**config.mk**
```make
export PLATFORM = sky130hd
export DESIGN_NAME = add8_share_ctrl
export DESIGN_NICKNAME = d
export VERILOG_FILES = /design/src/rtl/add8_share_pkg.sv /design/src/rtl/add8_rr_arb.sv /design/src/rtl/add8_share_ctrl.sv
export SDC_FILE = /design/constraint.sdc
export NUM_CORES = 1
export LEC_CHECK = 0
export CAP_MARGIN = 20
export CORE_ASPECT_RATIO = 1.25
export CORE_MARGIN = 4
export CORE_UTILIZATION = 38
export CTS_BUF_LIST = sky130_fd_sc_hd__clkbuf_4 sky130_fd_sc_hd__clkbuf_8
export DETAILED_ROUTE_END_ITERATION = 8
export PLACE_DENSITY = 0.79
export SLEW_MARGIN = 40
export SYNTH_ARGS = -nofsm -noshare
export SYNTH_HDL_FRONTEND = slang
export SYNTH_SLANG_ARGS = --single-unit
```
**constraint.sdc**
```tcl
create_clock -name clk -period 3.8 [get_ports clk]
set_input_delay 1.14 -clock clk [delete_from_list [all_inputs] [get_ports clk]]
set_output_delay 1.14 -clock clk [all_outputs]
set_load 0.005 [all_outputs]
```
**src/rtl/add8_share_pkg.sv**
```systemverilog
// Shared state encoding, datapath widths and id-width helper for the add8 sharing controller.
package add8_share_pkg;

  localparam int OP_W  = 8;
  localparam int RES_W = 9;

  typedef enum logic [1:0] {
    IDLE  = 2'd0,
    RUN   = 2'd1,
    DRAIN = 2'd2
  } state_e;

  function automatic int clog2(input int n);
    int w;
    w = 0;
    while ((1 << w) < n) w++;
    return w;
  endfunction

endpackage

```
**src/rtl/add8_rr_arb.sv**
```systemverilog
// Round-robin arbiter: one-hot grant to the first request at or after the pointer, same cycle.
// Pointer moves past the winner only when adv_i confirms the transfer; otherwise it holds.
module add8_rr_arb
  import add8_share_pkg::*;
#(
  parameter int NUM_REQ = 4,
  parameter int ID_W    = clog2(NUM_REQ)
) (
  input  logic               clk,
  input  logic               rst_n,
  input  logic [NUM_REQ-1:0] req_i,
  input  logic               en_i,
  input  logic               adv_i,
  output logic [NUM_REQ-1:0] gnt_o,
  output logic [ID_W-1:0]    gnt_idx_o
);

  localparam int CW = ID_W + 1;

  logic [ID_W-1:0] ptr_q, ptr_d;
  logic [CW-1:0]   cand;
  logic            found;

  // Walk the requesters starting at the pointer, wrapping modulo NUM_REQ.
  always_comb begin
    gnt_o     = '0;
    gnt_idx_o = '0;
    found     = 1'b0;
    cand      = '0;
    for (int i = 0; i < NUM_REQ; i++) begin
      cand = {1'b0, ptr_q} + CW'(i);
      if (cand >= CW'(NUM_REQ)) cand = cand - CW'(NUM_REQ);
      if (!found && en_i && req_i[cand[ID_W-1:0]]) begin
        found                   = 1'b1;
        gnt_o[cand[ID_W-1:0]]   = 1'b1;
        gnt_idx_o               = cand[ID_W-1:0];
      end
    end
  end

  always_comb begin
    ptr_d = ptr_q;
    if (adv_i) begin
      ptr_d = (gnt_idx_o == ID_W'(NUM_REQ - 1)) ? '0 : gnt_idx_o + ID_W'(1);
    end
  end

  always_ff @(posedge clk or negedge rst_n) begin
    if (!rst_n) ptr_q <= '0;
    else        ptr_q <= ptr_d;
  end

endmodule

```
**src/rtl/add8_share_ctrl.sv**
```systemverilog
// Shares one external 8-bit adder among NUM_REQ requesters; ADD8_SAT_EN clamps carry-out results to 9'h0FF.
// Accept -> response in 2 cycles; a stalled result stage freezes the operand stage and blocks grants.
module add8_share_ctrl
  import add8_share_pkg::*;
#(
  parameter int NUM_REQ = 4,
  parameter int ID_W    = clog2(NUM_REQ)
) (
  input  logic                    clk,
  input  logic                    rst_n,
  input  logic                    ctrl_en,
  input  logic [NUM_REQ-1:0]      req_valid,
  input  logic [OP_W*NUM_REQ-1:0] req_a,
  input  logic [OP_W*NUM_REQ-1:0] req_b,
  output logic [NUM_REQ-1:0]      req_ready,
  output logic [OP_W-1:0]         add_a,
  output logic [OP_W-1:0]         add_b,
  input  logic [RES_W-1:0]        add_o,
  output logic                    rsp_valid,
  input  logic                    rsp_ready,
  output logic [RES_W-1:0]        rsp_sum,
  output logic [ID_W-1:0]         rsp_id,
  output logic                    rsp_sat,
  output logic                    idle
);

  state_e state_q;

  logic             s1_vld_q, s1_vld_d;
  logic [OP_W-1:0]  s1_a_q, s1_a_d;
  logic [OP_W-1:0]  s1_b_q, s1_b_d;
  logic [ID_W-1:0]  s1_id_q, s1_id_d;
  logic             s2_vld_q, s2_vld_d;
  logic [RES_W-1:0] s2_sum_q, s2_sum_d;
  logic [ID_W-1:0]  s2_id_q, s2_id_d;

  logic               s2_stall, s1_adv, grant_en, accept;
  logic [NUM_REQ-1:0] gnt;
  logic [ID_W-1:0]    gnt_idx;
  logic [OP_W-1:0]    sel_a, sel_b;
  logic [RES_W-1:0]   res_sum;
  logic               res_sat;

  assign s2_stall = s2_vld_q & ~rsp_ready;
  assign s1_adv   = s1_vld_q & ~s2_stall;
  // Operand stage is free if empty or moving on this cycle; ctrl_en gates same-cycle grants.
  assign grant_en = (state_q == RUN) & ctrl_en & (~s1_vld_q | s1_adv);
  assign accept   = |gnt;

  add8_rr_arb #(
    .NUM_REQ (NUM_REQ),
    .ID_W    (ID_W)
  ) u_arb (
    .clk       (clk),
    .rst_n     (rst_n),
    .req_i     (req_valid),
    .en_i      (grant_en),
    .adv_i     (accept),
    .gnt_o     (gnt),
    .gnt_idx_o (gnt_idx)
  );

  always_comb begin
    sel_a = '0;
    sel_b = '0;
    for (int i = 0; i < NUM_REQ; i++) begin
      if (gnt[i]) begin
        sel_a = req_a[OP_W*i +: OP_W];
        sel_b = req_b[OP_W*i +: OP_W];
      end
    end
  end

`ifdef ADD8_SAT_EN
  assign res_sat = add_o[RES_W-1];
  assign res_sum = res_sat ? RES_W'(9'h0FF) : add_o;
`else
  assign res_sat = 1'b0;
  assign res_sum = add_o;
`endif

  always_comb begin
    s1_vld_d = s1_vld_q;
    s1_a_d   = s1_a_q;
    s1_b_d   = s1_b_q;
    s1_id_d  = s1_id_q;
    if (accept) begin
      s1_vld_d = 1'b1;
      s1_a_d   = sel_a;
      s1_b_d   = sel_b;
      s1_id_d  = gnt_idx;
    end else if (s1_adv) begin
      s1_vld_d = 1'b0;
    end

    s2_vld_d = s2_vld_q;
    s2_sum_d = s2_sum_q;
    s2_id_d  = s2_id_q;
    if (s1_adv) begin
      s2_vld_d = 1'b1;
      s2_sum_d = res_sum;
      s2_id_d  = s1_id_q;
    end else if (rsp_ready) begin
      s2_vld_d = 1'b0;
    end
  end

  always_ff @(posedge clk or negedge rst_n) begin
    if (!rst_n) begin
      s1_vld_q <= 1'b0;
      s1_a_q   <= '0;
      s1_b_q   <= '0;
      s1_id_q  <= '0;
      s2_vld_q <= 1'b0;
      s2_sum_q <= '0;
      s2_id_q  <= '0;
    end else begin
      s1_vld_q <= s1_vld_d;
      s1_a_q   <= s1_a_d;
      s1_b_q   <= s1_b_d;
      s1_id_q  <= s1_id_d;
      s2_vld_q <= s2_vld_d;
      s2_sum_q <= s2_sum_d;
      s2_id_q  <= s2_id_d;
    end
  end

`ifdef ADD8_SAT_EN
  logic s2_sat_q;

  always_ff @(posedge clk or negedge rst_n) begin
    if (!rst_n)      s2_sat_q <= 1'b0;
    else if (s1_adv) s2_sat_q <= res_sat;
  end

  assign rsp_sat = s2_sat_q;
`else
  assign rsp_sat = res_sat;
`endif

  always_ff @(posedge clk or negedge rst_n) begin
    if (!rst_n) begin
      state_q <= IDLE;
    end else begin
      case (state_q)
        IDLE:    if (ctrl_en) state_q <= RUN;
        RUN:     if (!ctrl_en) state_q <= DRAIN;
        DRAIN: begin
          if (ctrl_en)                     state_q <= RUN;
          else if (!s1_vld_q && !s2_vld_q) state_q <= IDLE;
        end
        default: state_q <= IDLE;
      endcase
    end
  end

  assign req_ready = gnt;
  assign add_a     = s1_a_q;
  assign add_b     = s1_b_q;
  assign rsp_valid = s2_vld_q;
  assign rsp_sum   = s2_sum_q;
  assign rsp_id    = s2_id_q;
  assign idle      = (state_q == IDLE) & ~s1_vld_q & ~s2_vld_q;

endmodule

```
; ---- Word-level counts from Yosys, hierarchy flattened
; Cells that the tools add are included.
[totals]
inputBits = 81
elab_cells = 120
reg_bits = 35
output_inout_bits = 34
[op_classes]
addsub = 8
muxes = 49
magnitude_cmp = 12
bitwise = 14
reduce_logical = 22
n_eq_ne = 6
[op_table]
columns = operator, count
row1 = $mux W8, 8
row2 = $mux W2, 13
row3 = $mux W4, 4
row4 = $mux W1, 15
row5 = $logic_and A1 B1 Y1, 12
row6 = $lt A2 B3 Y1 const B, 4
row7 = $or A4 B4 Y4, 3
row8 = $ge A3 B3 Y1 const B, 3
row9 = $bmux W1 S2, 4
row10 = $demux W1 S2, 4
row11 = $ge A2 B1 Y1 const B, 4
row12 = $sub A2 B1 Y2 const B, 4
row13 = $add A2 B2 Y3 const B, 2
row14 = $and A1 B1 Y1, 6
row15 = $pmux W2 S3, 1
row16 = $logic_not A1 Y1, 5
row17 = $eq A2 B2 Y1 const B, 2
row18 = $ne A2 B2 Y1 const B, 2
row19 = $not A1 Y1, 4
row20 = $reduce_bool A2 Y1, 2
row21 = $reduce_or A4 Y1, 1
row22 = $add A2 B1 Y3 const B, 1
row23 = $ge A2 B3 Y1 const B, 1
row24 = $ne A3 B3 Y1 const B, 1
row25 = 5 further kinds, 5

; ---- Depth between registers and ports, before layout
; Gate-level depths: netlist (run 1).
[depth]
depth_word = 24
depth_mapped = 13
ltp_nobuf = 9

; ---- By module
; From an unflattened synthesis (run 1), not the netlist that was laid out.
[unflattened]
cells_unflattened = 241
hier_area_um2 = 2336.0
[by_module_without_submodules]
columns = mod, n_inst, seq_area_each_um2, cells_per_inst, area_per_inst_um2
row1 = add8_share_ctrl, 1, 825.8, 172, 1776.7
row2 = add8_rr_arb, 1, 50.0, 69, 559.3

; ---- Worst setup path before layout (run 1)
; No wires, ideal clock.
[synth_timing]
path_kind = input -> output
start = in req_valid[2]
end = out req_ready[1]
path_stages = 7
slack_ns = -0.004
path_buffers = 2
arrival_ns = 2.664
t_required_ns = 2.660
cell_sequence = buf_2 > mux4_2 > nor2b_4 > a22o_1 > a21oi_2 > nor2_1 > buf_6
[synth_via]
elab_chain_cells = 16
elab_cells_between_ends = 28
classes_between = mux: 15 / bitwise: 3 / reduce/logical: 10
[synth_lines]
columns = element, line_no
row1 = from (decl), add8_share_ctrl.sv:12  ; input logic [NUM_REQ-1:0] req_valid,
row2 = $bmux W1 S2, add8_rr_arb.sv:33  ; if (!found && en_i && req_i[cand[ID_W-1:0]]) begin
row3 = $mux W1 (not written as such), add8_rr_arb.sv:33
row4 = $logic_and A1 B1 Y1, add8_rr_arb.sv:33
row5 = $mux W1, add8_rr_arb.sv:33
row6 = $logic_not A1 Y1, add8_rr_arb.sv:33
row7 = $logic_and A1 B1 Y1 (2 in series), add8_rr_arb.sv:33
row8 = $mux W1, add8_rr_arb.sv:33
row9 = $logic_not A1 Y1, add8_rr_arb.sv:33
row10 = $logic_and A1 B1 Y1 (2 in series), add8_rr_arb.sv:33
row11 = $mux W1, add8_rr_arb.sv:33
row12 = $logic_not A1 Y1, add8_rr_arb.sv:33
row13 = $logic_and A1 B1 Y1 (2 in series), add8_rr_arb.sv:33
row14 = $mux W4 *, add8_rr_arb.sv:33
row15 = to (decl), add8_share_ctrl.sv:15  ; output logic [NUM_REQ-1:0] req_ready,
; Mark *: on every way between the ends. The rest lies on a longest branch, timed or not. The select of a mux whose other input is x is not followed.

; ---- Final worst setup path (run 1)
[layout_timing]
start = in req_valid[2]
end = out req_ready[3]
; Same word-level chain as after synthesis.

==> flow_summary.yaml, run 1 <==
global_routing:
  grt_pass1_vias: 2561
  grt_max_degree: 36
  grt_pass1_wl_mm: 12.8
  track_usage_pct: 22.1
  antenna_found_initial: 0
  overflow: 0
sta:
  maxClockFrequency_mhz: 267
  finalSetupTns_ns: 0
  rsz0062_at_grt: "no"
  tightest_slew_ns: 0.712
  relSlewSlack_pct: 52.3
  setup-violations-final: 0
  drv_slew: 0
  setup_slack_ns: 0.0597
  min_period_ns: 3.74
  hold_viol: 0
  skew_ns: 0.00574
  min_period_over_period_pct: 98.4
finish:
  antennaDiodeCount: 0
  final_area_um2: 3800
  fin_cells: 439
  syn2layout_area_growth_pct: 63.3
  nets: 442
  layout-drive-gt1-share_pct: 23.8
yosys:
  ys_async_sr_fraction_pct: 100
  synth_area_leader_cell: "dfrtp_1"
  netlist_area_um2: 2330
  synthFlopType: "dfrtp_1"
  synth_seq_area_share_pct: 37.7
  synth_top_family_by_area: "compound AO/OA/AOI/OAI gates"
  synthAdderAreaFrac_pct: 2.69
  yosysWarningCount: 0
  synthTopCellsByArea: "dfrtp_1 (38%), a222oi_1 (6.9%), mux2_2 (5.8%), a22oi_1 (5.2%), o21ai_1 (3.7%)"
  synth_commonest_cells: "dfrtp_1 (35), o21ai_1 (17), a222oi_1 (16), a22oi_1 (16), mux2_2 (12)"
  synth_top_area_share_pct: 37.7
  synth_most_common_cell: "dfrtp_1"
  ys_types: 55
  muxShareOfSynthArea_pct: 11.4
  synth-compound-area-share_pct: 28.5
  netlist_instances: 221
  synth-simple-area-share_pct: 11.4
  syn_avg_cell_area_um2: 10.5
  synth_edf_count: 0
  synth_nets: 307
  synth_xor_xnor_area_share_pct: 0.753
  synth-seq-cells: 35
die:
  start_util_pct: 39.7
  die_area_um2: 7440
  die_w_um: 78.0
  num_io_pins: 115
  core-area_um2: 5860
  chipHeight_um: 95.5
  rows: 31
setup_path:
  cpMostUsedCell: "buf_4"
  end_kind: "output pin"
  crit_family: "buffers and inverters"
  reg2reg_from: "u_arb.ptr_q[1]$_DFFE_PN0P_"
  crit_start: "req_valid[2]"
  r2r_cells: 12
  crit_path_max_incr_delay_ns: 0.52
  critPathKind: "input pin to output pin"
  slowest_stage: "mux4_2"
  required_ns: 2.66
  crit_path_end: "req_ready[3]"
  critPathLaunchType: "input pin"
  path_max_fanout: 9
  r2r-end: "add_a[1]$_DFFE_PN0P_"
  cp_cell_sequence: "buf_4 > mux4_2 > buf_4 > buf_4 > a21oi_2 > a211o_2 > o211ai_4 > buf_2"
  cp_num_buf_inv: 4
  worst_ep_arrival_time_ns: 2.60
  cp.depth: 8
  rrSetupSlack_ns: 0.70
clocking:
  postCtsHoldBufs: 0
  clkSinkCount: 35
  numCtsBuffers: 5
  path_clk_slew_ns: 0.08
  cts_root_buf: "clkbuf_8"
  clock_latency_ns: 0.29
  cts_tree: "built"
  clock_path_buffers: 2
  cts_max_level: 2
route:
  routedWlPerCell_um: 18.8
  via_count: 2429
  vias_per_cell: 5.53
  drc: 0
  first_iter_violations: 208
  drt_wl_total_mm: 8.24
  drt_pass1_iterations: 6
  drtAntennaViolNets: 0
power_and_ir_drop:
  vdd_drop_max_uv: 317
  cellLeakagePower_nw: 1.55
  internal_power_mw: 1.64
  combPwrFrac_pct: 61.8
  power.density_nw_per_um2: 681
  seqPwrFrac_pct: 24.8
  power.total_mw: 2.59
  sw_frac_of_total_pct: 36.6
  p_switching_uw: 948
  p_clk_share_pct: 13.4
worst_hold_path:
  hold_depth: 1
  hp-class: "flop to flop"
place:
  dp_cells: 423
  dpl.hpwl_mm: 6.18
  post-place-ws_ns: -0.713
  placed_area_um2: 3610
  port_buffers: 113
  gp_routability_congestion: 0.914
run_status:
  status: "finished clean"
run:
  cap_violations: 0
[placed cells by master (no fill, tap or decap), types with 3 or more instances in the layout]
| cell type | count |
|---|---|
| nand2_1 | 8 |
| buf_4 | 36 |
| clkbuf_8 | 5 |
| nor2_1 | 8 |
| a222oi_1 | 16 |
| buf_2 | 5 |
| a31oi_1 | 3 |
| mux2i_1 | 7 |
| a21oi_2 | 3 |
| clkdlybuf4s50_1 | 104 |
| dfrtp_1 | 35 |
| o21ai_0 | 4 |
| ha_1 | 5 |
| o32ai_1 | 5 |
| a21oi_1 | 5 |
| o21ai_1 | 17 |
| a22oi_1 | 16 |
| mux2_2 | 12 |
| inv_1 | 7 |
| nand2b_1 | 3 |
[stage by stage]
stage               hold slack (ns)  util (%)
floorplan                     0.467         -
global route                  0.521      64.8
detailed placement            0.479      61.7
CTS                           0.503      64.6
global placement              0.466      61.7
finish                        0.503      64.8
[cell type report]
type                       count  area [µm²]
clock inverter                 3        47.5
clock buffer                   5        68.8
tap                           82         103
timing repair buffer         147        1350
fill                         468        2060
inverter                       7        26.3
multi-input combinational    160        1320
sequential                    35         876
[logic make-up (layout without fill, tap and decap cells)]
group | after synthesis | in the layout
AOI/OAI and AO/OA | 87 | 87
xor gates and xnor gates | 2 | 2
adders and majority gates | 5 | 5
buffers and inverters | 27 | 162
DFF | 35 | 35
muxes | 22 | 23
other | 1 | 1
and+or+nand+nor | 42 | 42
[power groups by stage]
stage               sequential (mW)  clock (mW)  combinational, mW
floorplan                     0.650           0              0.820
global placement              0.638           0               1.48
detailed placement            0.646           0               1.51
CTS                           0.642       0.357               1.58
global route                  0.662       0.372               1.72
finish                        0.642       0.347               1.60
[worst min-delay path by stage]
stage                           start                     end  slack (ns)
2_1_floorplan  state_q[1]$_DFFE_PN0P_  state_q[0]$_DFFE_PN0P_        0.47
3_3_place_gp    rsp_id[1]$_DFFE_PN0P_   rsp_id[1]$_DFFE_PN0P_        0.47
3_5_place_dp    rsp_id[1]$_DFFE_PN0P_   rsp_id[1]$_DFFE_PN0P_        0.48
4_1_cts        state_q[1]$_DFFE_PN0P_  state_q[0]$_DFFE_PN0P_        0.50
5_1_grt        rsp_sum[7]$_DFFE_PN0P_  rsp_sum[7]$_DFFE_PN0P_        0.52
6_report       state_q[1]$_DFFE_PN0P_  state_q[0]$_DFFE_PN0P_        0.50
[flip-flops by register name (all words and copies together) (netlist names), named ones only]
register     count
rsp_sum          9
rsp_id           2
u_arb.ptr_q      1
state_q          2
s1_id_q          2
add_a            8
rsp_valid        1
add_b            8
s1_vld_q         1
[repair_timing]
action | 4_1_cts | 5_1_grt
cloned | 1 | 0
buffers inserted | 6 | 1
setup endpoints to repair | 4 | 4
pin swaps | 3 | 0
resized for setup | 32 | 9
[routing by layer]
layer | up-vias | part of all wire [%] | GRT usage (%)
met4 | 0 | 1.8 | 8.16
met2 | 124 | 53 | 40.7
li1 | 1143 | - | -
met3 | 14 | 9.4 | 5.77
met1 | 1148 | 36 | 24.4
met5 | - | 0 | 0
Power figures use the tool's default switching activity.
==> inputs of run 2 (changes only) <==
==> constraint.sdc (replaced) <==
create_clock -name clk -period 3.8 [get_ports clk]
set_input_delay 1.14 -clock clk [delete_from_list [all_inputs] [get_ports clk]]
set_output_delay 1.14 -clock clk [all_outputs]
set_load 0.1 [all_outputs]
==> run 2 against run 1 <==
Effect of this change:
- maximum frequency is 0.84% lower
- via count decreased by 2.5%
- setup slack got worse by 0.032 ns
- design area down 1.4%
- worst hold slack improved by 0.0054 ns
- clock power shrank 18%
- final cell count decreased by 1.6%
- die area is the same
- flip-flop and latch count did not move
- wire length decreased by 7.2%
- non-clock buffer count fell by 6
- largest cell class is now multi-input gates
- highest routed layer unchanged
==> flow_summary.yaml, run 2 (synthesis results as in run 1) <==
die:
  die_area_um2: 7440
  num_io_pins: 115
  core-area_um2: 5860
  die_w_um: 78.0
  rows: 31
  chipHeight_um: 95.5
  start_util_pct: 39.7
place:
  port_buffers: 113
  post-place-ws_ns: -0.457
  dp_cells: 421
  gp_routability_congestion: 0.877
  dpl.hpwl_mm: 5.97
setup_path:
  slowest_stage: "mux4_2"
  crit_path_max_incr_delay_ns: 0.60
  required_ns: 2.66
  end_kind: "output pin"
  cp_num_buf_inv: 2
  critPathLaunchType: "input pin"
  worst_ep_arrival_time_ns: 2.63
  path_max_fanout: 7
  critPathKind: "input pin to output pin"
  cp_cell_sequence: "buf_2 > mux4_2 > nor2b_4 > a22o_1 > a21oi_2 > nor2_4 > buf_12"
  crit_family: "multiplexers"
clocking:
  cts_tree: "built"
  clkSinkCount: 35
  postCtsHoldBufs: 0
  clock_path_buffers: 2
  cts_root_buf: "clkbuf_8"
  cts_max_level: 2
  numCtsBuffers: 5
  path_clk_slew_ns: 0.07
  clock_latency_ns: 0.29
finish:
  syn2layout_area_growth_pct: 61.0
  seq_area_um2: 876
  nFillCells: 461
  mostFrequentLayoutCell: "clkdlybuf4s50_1"
  layout-drive-gt1-share_pct: 30.9
  fin_cells: 432
  multi_input_area_um2: 1330
  final_cell_mix: "clkdlybuf4s50_1 (75), buf_4 (58), dfrtp_1 (35)"
  largest_reg_flops: 9
  nets: 435
  antennaDiodeCount: 0
sta:
  skew_ns: 0.0112
  tightest_slew_ns: 0.674
  drv_slew: 0
  whs_ns: 0.508
  relSlewSlack_pct: 55.0
  hold_viol: 0
  setup_slack_ns: 0.0280
  min_period_ns: 3.77
  setup-violations-final: 0
  min_period_over_period_pct: 99.3
  rsz0062_at_grt: "yes"
  maxClockFrequency_mhz: 265
power_and_ir_drop:
  vdd_drop_max_uv: 513
  power.total_mw: 3.59
  power.density_nw_per_um2: 958
  cellLeakagePower_nw: 1.56
route:
  drc: 0
  drt_wl_total_mm: 7.65
  routedWlPerCell_um: 17.7
  drt_pass1_iterations: 5
  vias_per_cell: 5.48
  first_iter_violations: 206
  via_count: 2368
  drtAntennaViolNets: 0
global_routing:
  overflow: 0
  grt_pass1_wl_mm: 11.7
  grt_pass1_vias: 2374
  antenna_found_initial: 0
  track_usage_pct: 20.0
  grt_max_degree: 36
worst_hold_path:
  hp-class: "flop to flop"
run:
  cap_violations: 0
run_status:
  status: "finished clean"
## run 2: final timing paths
| path | endpoint | cells after the start | slack [ns] | from |
|---|---|---|---|---|
| worst min-delay path | rsp_id[0]$_DFFE_PN0P_ | 1 | 0.51 | rsp_id[0]$_DFFE_PN0P_ |
| min in group asynchronous | state_q[1]$_DFFE_PN0P_ | 1 | 0.79 | rst_n |
| worst max-delay path | req_ready[1] | 7 | 0.03 | req_valid[3] |
| worst max register to register | add_a[6]$_DFFE_PN0P_ | 10 | 0.74 | u_arb.ptr_q[1]$_DFFE_PN0P_ |
| worst min register to register | rsp_id[0]$_DFFE_PN0P_ | 1 | 0.51 | rsp_id[0]$_DFFE_PN0P_ |
| max in group asynchronous | add_b[4]$_DFFE_PN0P_ | 1 | 2.68 | rst_n |
## run 2: through the flow
step | util, % | setup TNS, ns | cell area, µm²
after global placement | 61.7 | -2.12 | 3610
final | 63.9 | 0 | 3740
after CTS | 63.6 | 0 | 3720
after global routing | 63.9 | -0.0208 | 3740
after detailed placement | 61.7 | -2.84 | 3610
after floorplan | - | -0.0240 | 2390
## run 2: cell type report
class                   instances  area share, %
inverters                       7          0.702
multi-input cells             159           35.6
repair buffers                141           34.9
flip-flops and latches         35           23.4
clock inverters                 2          0.434
clock buffers                   6           2.21
well taps                      82           2.74
## run 2: metal layers
metal / vias up / part of all wire [%] / GRT usage [%]
met1: 1108 / 37 / 21.8
met2: 123 / 53 / 37.6
met5: - / 0 / 0
met3: 12 / 8.5 / 5.10
li1: 1125 / - / -
met4: 0 / 1.8 / 6.56
## run 2: repair_timing
item | 4_1_cts | 5_1_grt
endpoints found under the setup margin | 4 | 4
setup buffers | 2 | 1
gates resized for setup | 21 | 6
gates cloned | 0 | 0
pin swaps | 2 | 2
## run 2: power by group
group | internal, mW | switching [mW] | leakage (nW) | total [mW]
registers | 0.543 | 0.100 | 0.435 | 0.644
clock network | 0.148 | 0.139 | 0.0474 | 0.286
logic | 0.843 | 1.82 | 1.08 | 2.66
